--- config.mk ---
export PLATFORM = sky130hd
export DESIGN_NAME = ifetch_buffer
export DESIGN_NICKNAME = d
export VERILOG_FILES = /design/src/rtl/ifetch_buffer.sv
export SDC_FILE = /design/constraint.sdc
export NUM_CORES = 1
export LEC_CHECK = 0
export CAP_MARGIN = 10
export CORE_MARGIN = 5
export CORE_UTILIZATION = 61
export DETAILED_ROUTE_END_ITERATION = 12
export PLACE_DENSITY_LB_ADDON = 0.05
export SLEW_MARGIN = 20
export SYNTH_ARGS = -nofsm -noshare
export SYNTH_HDL_FRONTEND = slang
export SYNTH_SLANG_ARGS = --single-unit
--- constraint.sdc ---
create_clock -name clk -period 10.9 [get_ports clk]
set_input_delay 2.18 -clock clk [delete_from_list [all_inputs] [get_ports clk]]
set_output_delay 2.18 -clock clk [all_outputs]
set_load 0.01 [all_outputs]
--- src/rtl/ifetch_buffer.sv ---
// rtl/ifetch_buffer.sv - fetch PC owner, imem request issue, in-order response FIFO, redirect drain
// Optional feature macro IFETCH_MISALIGN_TRAP_EN: misaligned redirect sets sticky fetch_misaligned and halts fetch.
module ifetch_buffer #(
  parameter int unsigned DEPTH    = 4,
  parameter logic [31:0] RESET_PC = 32'h0000_0000
) (
  input  logic        clk,
  input  logic        rst_n,
  output logic        imem_req_valid,
  input  logic        imem_req_ready,
  output logic [31:0] imem_req_addr,
  input  logic        imem_rsp_valid,
  input  logic [31:0] imem_rsp_data,
  input  logic        redirect_valid,
  input  logic [31:0] redirect_pc,
  output logic        instr_valid,
  input  logic        instr_ready,
  output logic [31:0] instr,
  output logic [31:0] instr_pc
`ifdef IFETCH_MISALIGN_TRAP_EN
  ,
  output logic        fetch_misaligned
`endif
);

  localparam int unsigned PW = $clog2(DEPTH);
  localparam int unsigned CW = PW + 1;
  localparam logic [CW:0] DEPTH_W = (CW+1)'(DEPTH);

  typedef enum logic {
    FETCH = 1'b0,
    DRAIN = 1'b1
  } state_e;

  state_e        state_q, state_d;
  logic [31:0]   pc_q, pc_d;
  logic [CW-1:0] outst_q, outst_d;
  logic [CW-1:0] count_q, count_d;
  logic [PW-1:0] rd_ptr_q, rd_ptr_d;
  logic [PW-1:0] wr_ptr_q, wr_ptr_d;
  logic          req_valid_q, req_valid_d;
  logic [31:0]   instr_q, instr_d;
  logic [31:0]   instr_pc_q, instr_pc_d;
  logic [31:0]   mem_data_q [DEPTH];
  logic [31:0]   mem_pc_q   [DEPTH];

  logic          accept;
  logic          push;
  logic          pop;
  logic [31:0]   rsp_pc;
  logic [CW-1:0] remain;
  logic          halt_d;

  assign imem_req_valid = req_valid_q;
  assign imem_req_addr  = pc_q;
  assign instr_valid    = (count_q != '0);
  assign instr          = instr_q;
  assign instr_pc       = instr_pc_q;

`ifdef IFETCH_MISALIGN_TRAP_EN
  logic mis_q, mis_d;

  assign fetch_misaligned = mis_q;
  assign mis_d  = redirect_valid ? (redirect_pc[1:0] != 2'b00) : mis_q;
  assign halt_d = mis_d;

  always_ff @(posedge clk or negedge rst_n) begin
    if (!rst_n) begin
      mis_q <= 1'b0;
    end else begin
      mis_q <= mis_d;
    end
  end
`else
  assign halt_d = 1'b0;
`endif

  always_comb begin
    accept = req_valid_q && imem_req_ready;
    pop    = instr_valid && instr_ready;
    push   = imem_rsp_valid && (state_q == FETCH) && !redirect_valid;
    // Outstanding requests are consecutive words, so the oldest one sits outst_q words behind pc_q.
    rsp_pc = pc_q - {{(30-CW){1'b0}}, outst_q, 2'b00};

    outst_d = outst_q + CW'(accept) - CW'(imem_rsp_valid);

    pc_d = pc_q;
    if (redirect_valid) begin
      pc_d = redirect_pc & 32'hFFFF_FFFC;
    end else if (accept) begin
      pc_d = pc_q + 32'd4;
    end

    state_d = state_q;
    if (redirect_valid || (state_q == DRAIN)) begin
      state_d = (outst_d != '0) ? DRAIN : FETCH;
    end

    if (redirect_valid) begin
      count_d  = '0;
      rd_ptr_d = '0;
      wr_ptr_d = '0;
    end else begin
      count_d  = count_q + CW'(push) - CW'(pop);
      rd_ptr_d = rd_ptr_q + PW'(pop);
      wr_ptr_d = wr_ptr_q + PW'(push);
    end

    // Output registers track the next head; when the FIFO empties they keep the last word shown.
    remain     = count_q - CW'(pop);
    instr_d    = instr_q;
    instr_pc_d = instr_pc_q;
    if (count_d != '0) begin
      if (remain == '0) begin
        instr_d    = imem_rsp_data;
        instr_pc_d = rsp_pc;
      end else begin
        instr_d    = mem_data_q[rd_ptr_d];
        instr_pc_d = mem_pc_q[rd_ptr_d];
      end
    end

    req_valid_d = (state_d == FETCH) && !halt_d &&
                  (({1'b0, count_d} + {1'b0, outst_d}) < DEPTH_W);
  end

  always_ff @(posedge clk) begin
    if (push) begin
      mem_data_q[wr_ptr_q] <= imem_rsp_data;
      mem_pc_q[wr_ptr_q]   <= rsp_pc;
    end
  end

  always_ff @(posedge clk or negedge rst_n) begin
    if (!rst_n) begin
      state_q     <= FETCH;
      pc_q        <= RESET_PC & 32'hFFFF_FFFC;
      outst_q     <= '0;
      count_q     <= '0;
      rd_ptr_q    <= '0;
      wr_ptr_q    <= '0;
      req_valid_q <= 1'b0;
      instr_q     <= '0;
      instr_pc_q  <= '0;
    end else begin
      state_q     <= state_d;
      pc_q        <= pc_d;
      outst_q     <= outst_d;
      count_q     <= count_d;
      rd_ptr_q    <= rd_ptr_d;
      wr_ptr_q    <= wr_ptr_d;
      req_valid_q <= req_valid_d;
      instr_q     <= instr_d;
      instr_pc_q  <= instr_pc_d;
    end
  end

  a_no_overflow: assert property (@(posedge clk) disable iff (!rst_n)
    !(push && !pop && (count_q == CW'(DEPTH))));

  a_no_orphan_rsp: assert property (@(posedge clk) disable iff (!rst_n)
    !(imem_rsp_valid && (outst_q == '0)));

endmodule

# Word-level counts from Yosys, hierarchy flattened
# Memories as Yosys holds them, arrays and structs flattened.
# Cells that the tools add are included.
[op_classes]
addsub = 10
order_cmp = 1
muxes = 11
bitwise = 2
reduce_logical = 12
[ops]
columns = ["cell", "count"]
rows = [
  ["2-to-1 mux 32 bit", 4],
  ["adder 32 x 3 -> 32 bit, second input constant", 1],
  ["subtractor 32 x 5 -> 32 bit", 1],
  ["nonzero test 3 bit", 3],
  ["subtractor 3 x 1 -> 3 bit", 3],
  ["adder 3 x 1 -> 3 bit", 2],
  ["logical AND 1 bit", 5],
  ["adder 2 x 1 -> 2 bit", 2],
  ["adder 3 x 3 -> 4 bit", 1],
  ["less-than comparator 4 x 3 -> 1 bit, second input constant", 1],
  ["2-to-1 mux 1 bit", 4],
  ["2-to-1 mux 2 bit", 2],
  ["logical NOT 3 bit", 1],
  ["2-to-1 mux 3 bit", 1],
  ["inverter 1 bit", 2],
  ["nonzero test 2 bit", 1],
  ["logical NOT 1 bit", 1],
  ["logical OR 1 bit", 1],
]
[totals]
register_bits = 108
mem_bits_rw = 256
input_bits = 70
out_inout_bits = 98
wordCells = 47
mem_count = 2
[mem_list]
columns = ["name", "depth", "word_bits", "read_ports", "rd_clocked_by_memory_dff", "write_ports", "line", "rtl"]
rows = [
  ["mem_data_q", 4, 32, 1, 0, 1, "44", "logic [31:0] mem_data_q [DEPTH];"],
  ["mem_pc_q", 4, 32, 1, 0, 1, "45", "logic [31:0] mem_pc_q [DEPTH];"],
]

# Longest topological paths before layout
[logic_depth]
ltp_word = 9
mapped_depth = 15

# Worst setup path after synthesis
# OpenSTA, ideal clock, no wires.
[synth_path]
kind = "input -> register"
startpoint = "input redirect_valid"
endpoint = "memory mem_data_q[1][0], enable pin"
setup_time_ps = 571
t_arrival_ps = 7197
slack_ps = 3132
stages = 4
n_path_buf = 1
cell_sequence = "clkbuf_1 nor2_1 nand2_1 nor3b_1"
[synth_between]
elab_chain_len = 4
[synth_rtl]
columns = ["element", "line", "rtl"]
rows = [
  ["start, declared", "14", "input logic redirect_valid,"],
  ["logical NOT 1 bit", "81", "push = imem_rsp_valid && (state_q == FETCH) && !redirect_valid;"],
  ["logical AND 1 bit", "81", ""],
  ["2-to-1 mux 1 bit", "128", "if (push) begin"],
  ["2-to-1 mux 1 bit (implied by the code)", "129", "mem_data_q[wr_ptr_q] <= imem_rsp_data;"],
  ["end, declared", "44", ""],
]
# Every way passes these cells.

# Worst setup path after layout
[layout_path]
startpoint = "input redirect_valid"
endpoint = "register instr_pc_q[23], in the netlist instr_pc[23]"
[layout_between]
elab_chain_len = 6
word_cells_on_any_way = 9
cone_classes = "add/sub (2); mux (3); reduce/logical (3); memory (1)"
[layout_rtl]
columns = ["element", "line", "rtl"]
rows = [
  ["logical NOT 1 bit", "81", ""],
  ["logical AND 1 bit", "81", ""],
  ["adder 3 x 1 -> 3 bit", "104", "count_d = count_q + CW'(push) - CW'(pop);"],
  ["subtractor 3 x 1 -> 3 bit", "104", ""],
  ["2-to-1 mux 3 bit", "99", "if (redirect_valid) begin"],
  ["nonzero test 3 bit", "113", "if (count_d != '0) begin"],
  ["end signal, assigned", "154", "instr_pc_q <= instr_pc_d;"],
  ["end, declared", "43", "logic [31:0] instr_pc_q, instr_pc_d;"],
]
# Parallel ways exist; a longest one is shown, timed or not.
# A chain may end at the register's enable or synchronous reset.

==> flow_summary.ini <==
[outcome]
outcome = finished clean

[power_and_ir_drop]
power_per_cell_area_nw_per_um2 = 248
leakage_nw = 6.30
fin_total_pwr_w = 0.00443
vdd.ir_drop.worst_v = 0.000202

[logic_synthesis]
post_synth.cell_area_avg_um2 = 14.3
synth_warnings = 0
post-synth-top-area-fraction_pct = 49.9
synthFlopType = edfxtp_1
netlist.top_cell.by_area = edfxtp_1
ys_top_cells_by_area = edfxtp_1 (50%), dfrtp_1 (17%), mux4_2 (7.9%), nand2_1 (3.1%), a21oi_1 (2.8%)
yosys.cell_types.count = 67
synthCells = 1042
number_of_synthesized_flops_with_an_enable_pin = 248
synth-seq-cells = 352
ys_seq_area_share_pct = 67.4
synthArstFlopShare_pct = 29.5
syn-cell-area_um2 = 14900

[setup_path]
critical_path_s_largest_stage_delay_ps = 630
worst-setup-path-type = primary input to register
cp-start-kind = primary input
critical_path.max_fanout = 78
critical_path_arrival_ps = 6310
worstPathCellList = buf_2 > buf_4 > nor2_1 > nand2_1 > ha_1 > inv_1 > ha_1 > fa_1 > xnor2_1 > xnor2_1 > a21o_2 > buf_4 > nor2_1 > a22o_1 > a21o_1
worst_ep_required_time_ps = 11300
reg2reg_slack_ps = 6550
critical_path.top_delay_family = buffers and inverters
cp-end-kind = register
worst_path_max_delay_cell = buf_4
cp_num_buf_inv = 4

[grt]
first_global_vias = 9687
grt.total_usage_pct = 24.0
grt_overflow_total = 0
grt_first_pass_wirelength_um = 53400
largest_net_degree_at_the_start_of_global_routing = 79
grt_antenna_before_repair = 0

[clock_network]
cts.root.buffer_cell = clkbuf_16
h-tree-depth = 2
cts_resized = 0
post_cts_buffers = 0
cts_num_sinks = 352
cts_tree = done
worst_setup_hold_path_clk_slew_ps = 60
cts_hold_buf = 0
cts-buffers-inserted = 37
maximum_clock_path_buffer_count = 3
insertion_delay_ps = 520

[floorplanning]
ports = 168
initial_core_util_pct = 61.7
fp-row-count = 57
chipWidth_um = 166
dieArea_um2 = 27700
design.core.area_um2 = 24200
die_height_um = 166

[detailed_routing]
antenna_left = 0
route.detailed.wl_per_inst_um = 21.2
remaining_drc_errors = 0
routed_via_density = 5.95
postRouteWirelength_um = 32700
drt_iter0_markers = 703
firstDrtPassIters = 5
route.vias.total = 9164

[flow_run]
maxCapViolations = 0

[final_layout]
fillCellCount = 1551
antennaDiodeCount = 0
layout-area-overhead-vs-synth_pct = 19.7
most_common_cell_after_layout_fill_and_taps_aside = edfxtp_1
leading_cell_types_in_the_layout_fill_and_taps_excluded = edfxtp_1 (248), clkdlybuf4s50_1 (159), nand2_1 (123)
multiInputGateArea_um2 = 4460
post_route_cells_drive_above_1_share_pct = 11.9
nets = 1274
finalInstanceArea_um2 = 17900
sequential_cell_area_um2 = 10000

[timing]
setup_violations = 0
final_min_period_over_clock_period_pct = 54.3
timing.clock.skew_ps = 14.4
post-route-min-period_ps = 5910
finalHoldViolations = 0
timing_max_transition_violations_final = 0
rsz_0062_raised_after_global_routing = no
highest_clock_rate_mhz = 169
hold-worst-slack_ps = 468
finalSetupTns_ps = 0
tightestPinTransition_ps = 1070
maxSlewHeadroom_pct = 28.4

[placed_design]
post_dp_cell_area_um2 = 16700
portBuffers = 161
place.detailed.hpwl_um = 19200
gpl.final_weighted_congestion = 0.842

[hold_path]
hold_path_class = register to register
stage by stage:
| stage | setup slack [ps] | utilization [%] | cells |
|---|---|---|---|
| CTS | 4920 | 73.7 | 1540 |
| detailed placement | 4390 | 69.0 | 1472 |
| floorplan | 3130 | - | 1045 |
| global placement | 4410 | 69.0 | 1472 |
| finish | 4990 | 73.9 | 1541 |
| global route | 4600 | 73.9 | 1541 |
where the power goes:
part	internal [W]	switching, W
combinational	0.000662	0.000840
clock	0.000693	0.000488
sequential	0.00164	0.000111
final cells by class:
class / instances / share of cell area, %
tap: 324 / 2.27
multi-input combinational: 603 / 25.0
clock buffer: 52 / 5.85
sequential: 352 / 56.3
clock inverter: 16 / 0.574
timing repair buffer: 174 / 9.64
inverter: 20 / 0.420
routing by layer:
metal	share of wire, %	routed length [um]	global-route usage, %
met1	43	14100	34.4
met2	49	16000	39.4
met3	6.3	2050	4.33
met4	1.6	515	5.34
met5	0	0	0
worst min-delay path: cells and delay by family, from the launching register on:
family | cells | cell delay, ps
DFF | 1 | 340
and+or+nand+nor | 2 | 100
final timing paths:
check	from	endpoint	depth (start not counted)
setup reg to reg	count_q[1]$_DFF_PN0_	instr_pc[23]$_DFFE_PN0P_	13
setup / recovery	redirect_valid	instr_pc[23]$_DFFE_PN0P_	15
max in group asynchronous	rst_n	instr[11]$_DFFE_PN0P_	2
hold reg to reg	instr_pc[16]$_DFFE_PN0P_	instr_pc[16]$_DFFE_PN0P_	2
min in group asynchronous	rst_n	instr[26]$_DFFE_PN0P_	1
hold / removal	instr_pc[16]$_DFFE_PN0P_	instr_pc[16]$_DFFE_PN0P_	2
synth_stat cells, types with 2 or more instances:
| library cell | n |
|---|---|
| a21o_1 | 2 |
| a21oi_1 | 84 |
| a221o_1 | 6 |
| a22oi_1 | 11 |
| a311oi_1 | 2 |
| a31oi_1 | 3 |
| and2_1 | 5 |
| and3_1 | 7 |
| buf_1 | 5 |
| buf_2 | 14 |
| buf_4 | 11 |
| buf_6 | 3 |
| clkbuf_1 | 32 |
| clkbuf_8 | 5 |
| dfrtp_1 | 104 |
| edfxtp_1 | 248 |
| fa_1 | 3 |
| ha_1 | 13 |
| inv_1 | 19 |
| mux2i_1 | 10 |
| mux4_2 | 52 |
| nand2_1 | 123 |
| nand2b_1 | 3 |
| nand3_1 | 18 |
| nand4_1 | 5 |
| nand4b_1 | 3 |
| nor2_1 | 81 |
| nor2b_1 | 4 |
| nor3_1 | 17 |
| nor3_2 | 2 |
| nor4_1 | 6 |
| o21ai_0 | 35 |
| o221ai_1 | 4 |
| o22ai_1 | 3 |
| o31a_1 | 2 |
| or3_1 | 3 |
| or4_4 | 3 |
| xnor2_1 | 39 |
| xor2_1 | 24 |
sequential cells by signal (all words and copies together) (netlist names), 2 cells and up:
register and flops:
mem_data_q 128, outst_q 3, instr 32, wr_ptr_q 2
rd_ptr_q 2, mem_pc_q 120, instr_pc 30, imem_req_addr 30
count_q 3
cell families (layout without fill, tap and decap cells):
family                     Yosys count  count (layout)  synth area share, %
and+or+nand+nor                    293             293                 9.13
adders and majority gates           16              16                 1.49
xor gates and xnor gates            63              63                 3.70
DFF                                352             352                 67.4
buffers and inverters               90             262                 3.15
AOI/OAI and AO/OA                  164             164                 6.54
other                                1               4               0.0251
muxes                               63              63                 8.60
Power figures use the tool's default switching activity.
==> RTL edit (same flow settings) <==
`instr_pc_q` no longer has a reset.
--- a/src/rtl/ifetch_buffer.sv
+++ b/src/rtl/ifetch_buffer.sv
@@ -143,3 +143,2 @@
       instr_q     <= '0;
-      instr_pc_q  <= '0;
     end else begin
@@ -153,4 +152,7 @@
       instr_q     <= instr_d;
-      instr_pc_q  <= instr_pc_d;
     end
+  end
+
+  always_ff @(posedge clk) begin
+    instr_pc_q <= instr_pc_d;
   end
Function: differs if rst_n is asserted again (counterexample within 4 cycles, from zero or initial values and one cycle with rst_n low); with rst_n held inactive, the same outputs for 4 cycles.
==> RTL edit against the unedited design <==
- sequential power is 3% higher
- sequential cell count did not move
- non-clock buffer count grew 2
- area after synthesis is 0.81% higher
- final area rose by 0.76%
- worst hold slack better by 41 ps
- setup slack better by 310 ps
- wire length up 2.6%
- fmax rose by 5.5%
- largest cell class unchanged
- power grew 3.0%
- clock skew fell by 2.1 ps
- cell count increased by 13%
- critical path type unchanged
==> RTL edit: results <==
[timing]
clock_skew_ps = 12.23
holdWs_ps = 509.1
slew_headroom_pct = 29.56

[route]
drtIter0Drc = 783
wl_per_cell_microns = 19.37
vias_per_cell = 5.829

[placed_design]
place_area_sq_um = 16860
gp_congestion = 0.7969
pre_cts_ws_ps = 4756
post-dp-hpwl_mm = 18.85

[worst_setup_path]
cp_max_fo = 67
crit_arrival_ps = 6050
cp_slowest_stage_delay_ps = 700
rr_worst_depth = 14
r2r_setup_slack_ps = 6680

[cts]
cts_buffer_depth = 3
insertion_delay_ps = 500
numCtsBuffers = 36

[yosys]
synth_seq_area_share_pct = 67.83
ys_top_cells_by_area = "edfxtp_1 56%, dfrtp_1 12%, nand2_1 7.8%"
synth_compound_area_share_pct = 6.041
synthTopCellsByCount = "314 x nand2_1, 278 x edfxtp_1, 95 x nand3_1"
synth_mux_area_share_pct = 0.2163
synth_adder_area_share_pct = 1.481
ys_async_sr_fraction_pct = 21.02
synth_xor_area_share_pct = 3.769
synth_area_per_cell_sq_um = 11.99

[finish]
layout.cells.non_filler = 1734
multi_input_area_share_pct = 24.69
drive_above_1_share_pct = 6.454
clkCellAreaFrac_pct = 6.319
inv_count = 25
seqCellArea_sq_um = 10200
nFlopsAndLatches = 352
fin_nets = 1471
area_growth_pct = 19.70
fillCellCount = 1635

[power_and_ir_drop]
leakage_uw = 0.006758
ir_drop_v = 0.0002083

[status]
status = "finished, final reports clean"

[hold_path]
min_from = "instr[23]$_DFFE_PN0P_"

[grt]
grt_pass1_wl_mm = 53.81
grt_max_degree = 92
grt_pass1_vias = 10240
RTL edit: changes by cell type in the layout (fill, tap and decap cells not counted), sizes merged, moves of 30 or more:
cell | unedited run | this run
nand2 | 123 | 314
a21oi | 85 | 1
nand3 | 20 | 95
mux4 | 52 | 0
and3 | 7 | 49
nor2 | 81 | 45
a31oi | 3 | 34
dfrtp | 104 | 74
edfxtp | 248 | 278
RTL edit: metal layers:
layer / share of wire (%) / track usage, % / routed length (microns)
met2: 48 / 39.66 / 16230
met1: 42 / 32.36 / 14230
met5: 0 / 0 / 0
met3: 7.2 / 4.480 / 2406
met4: 2.2 / 7.150 / 723
RTL edit: power by group through the flow:
| stage | registers [uW] | clock network, uW | logic [uW] |
|---|---|---|---|
| 2_1_floorplan | 1880 | 0 | 889 |
| 4_1_cts | 1810 | 1210 | 1570 |
| 3_5_place_dp | 1840 | 0 | 1560 |
| 5_1_grt | 1830 | 1260 | 1700 |
| 6_report | 1810 | 1190 | 1560 |
| 3_3_place_gp | 1830 | 0 | 1530 |
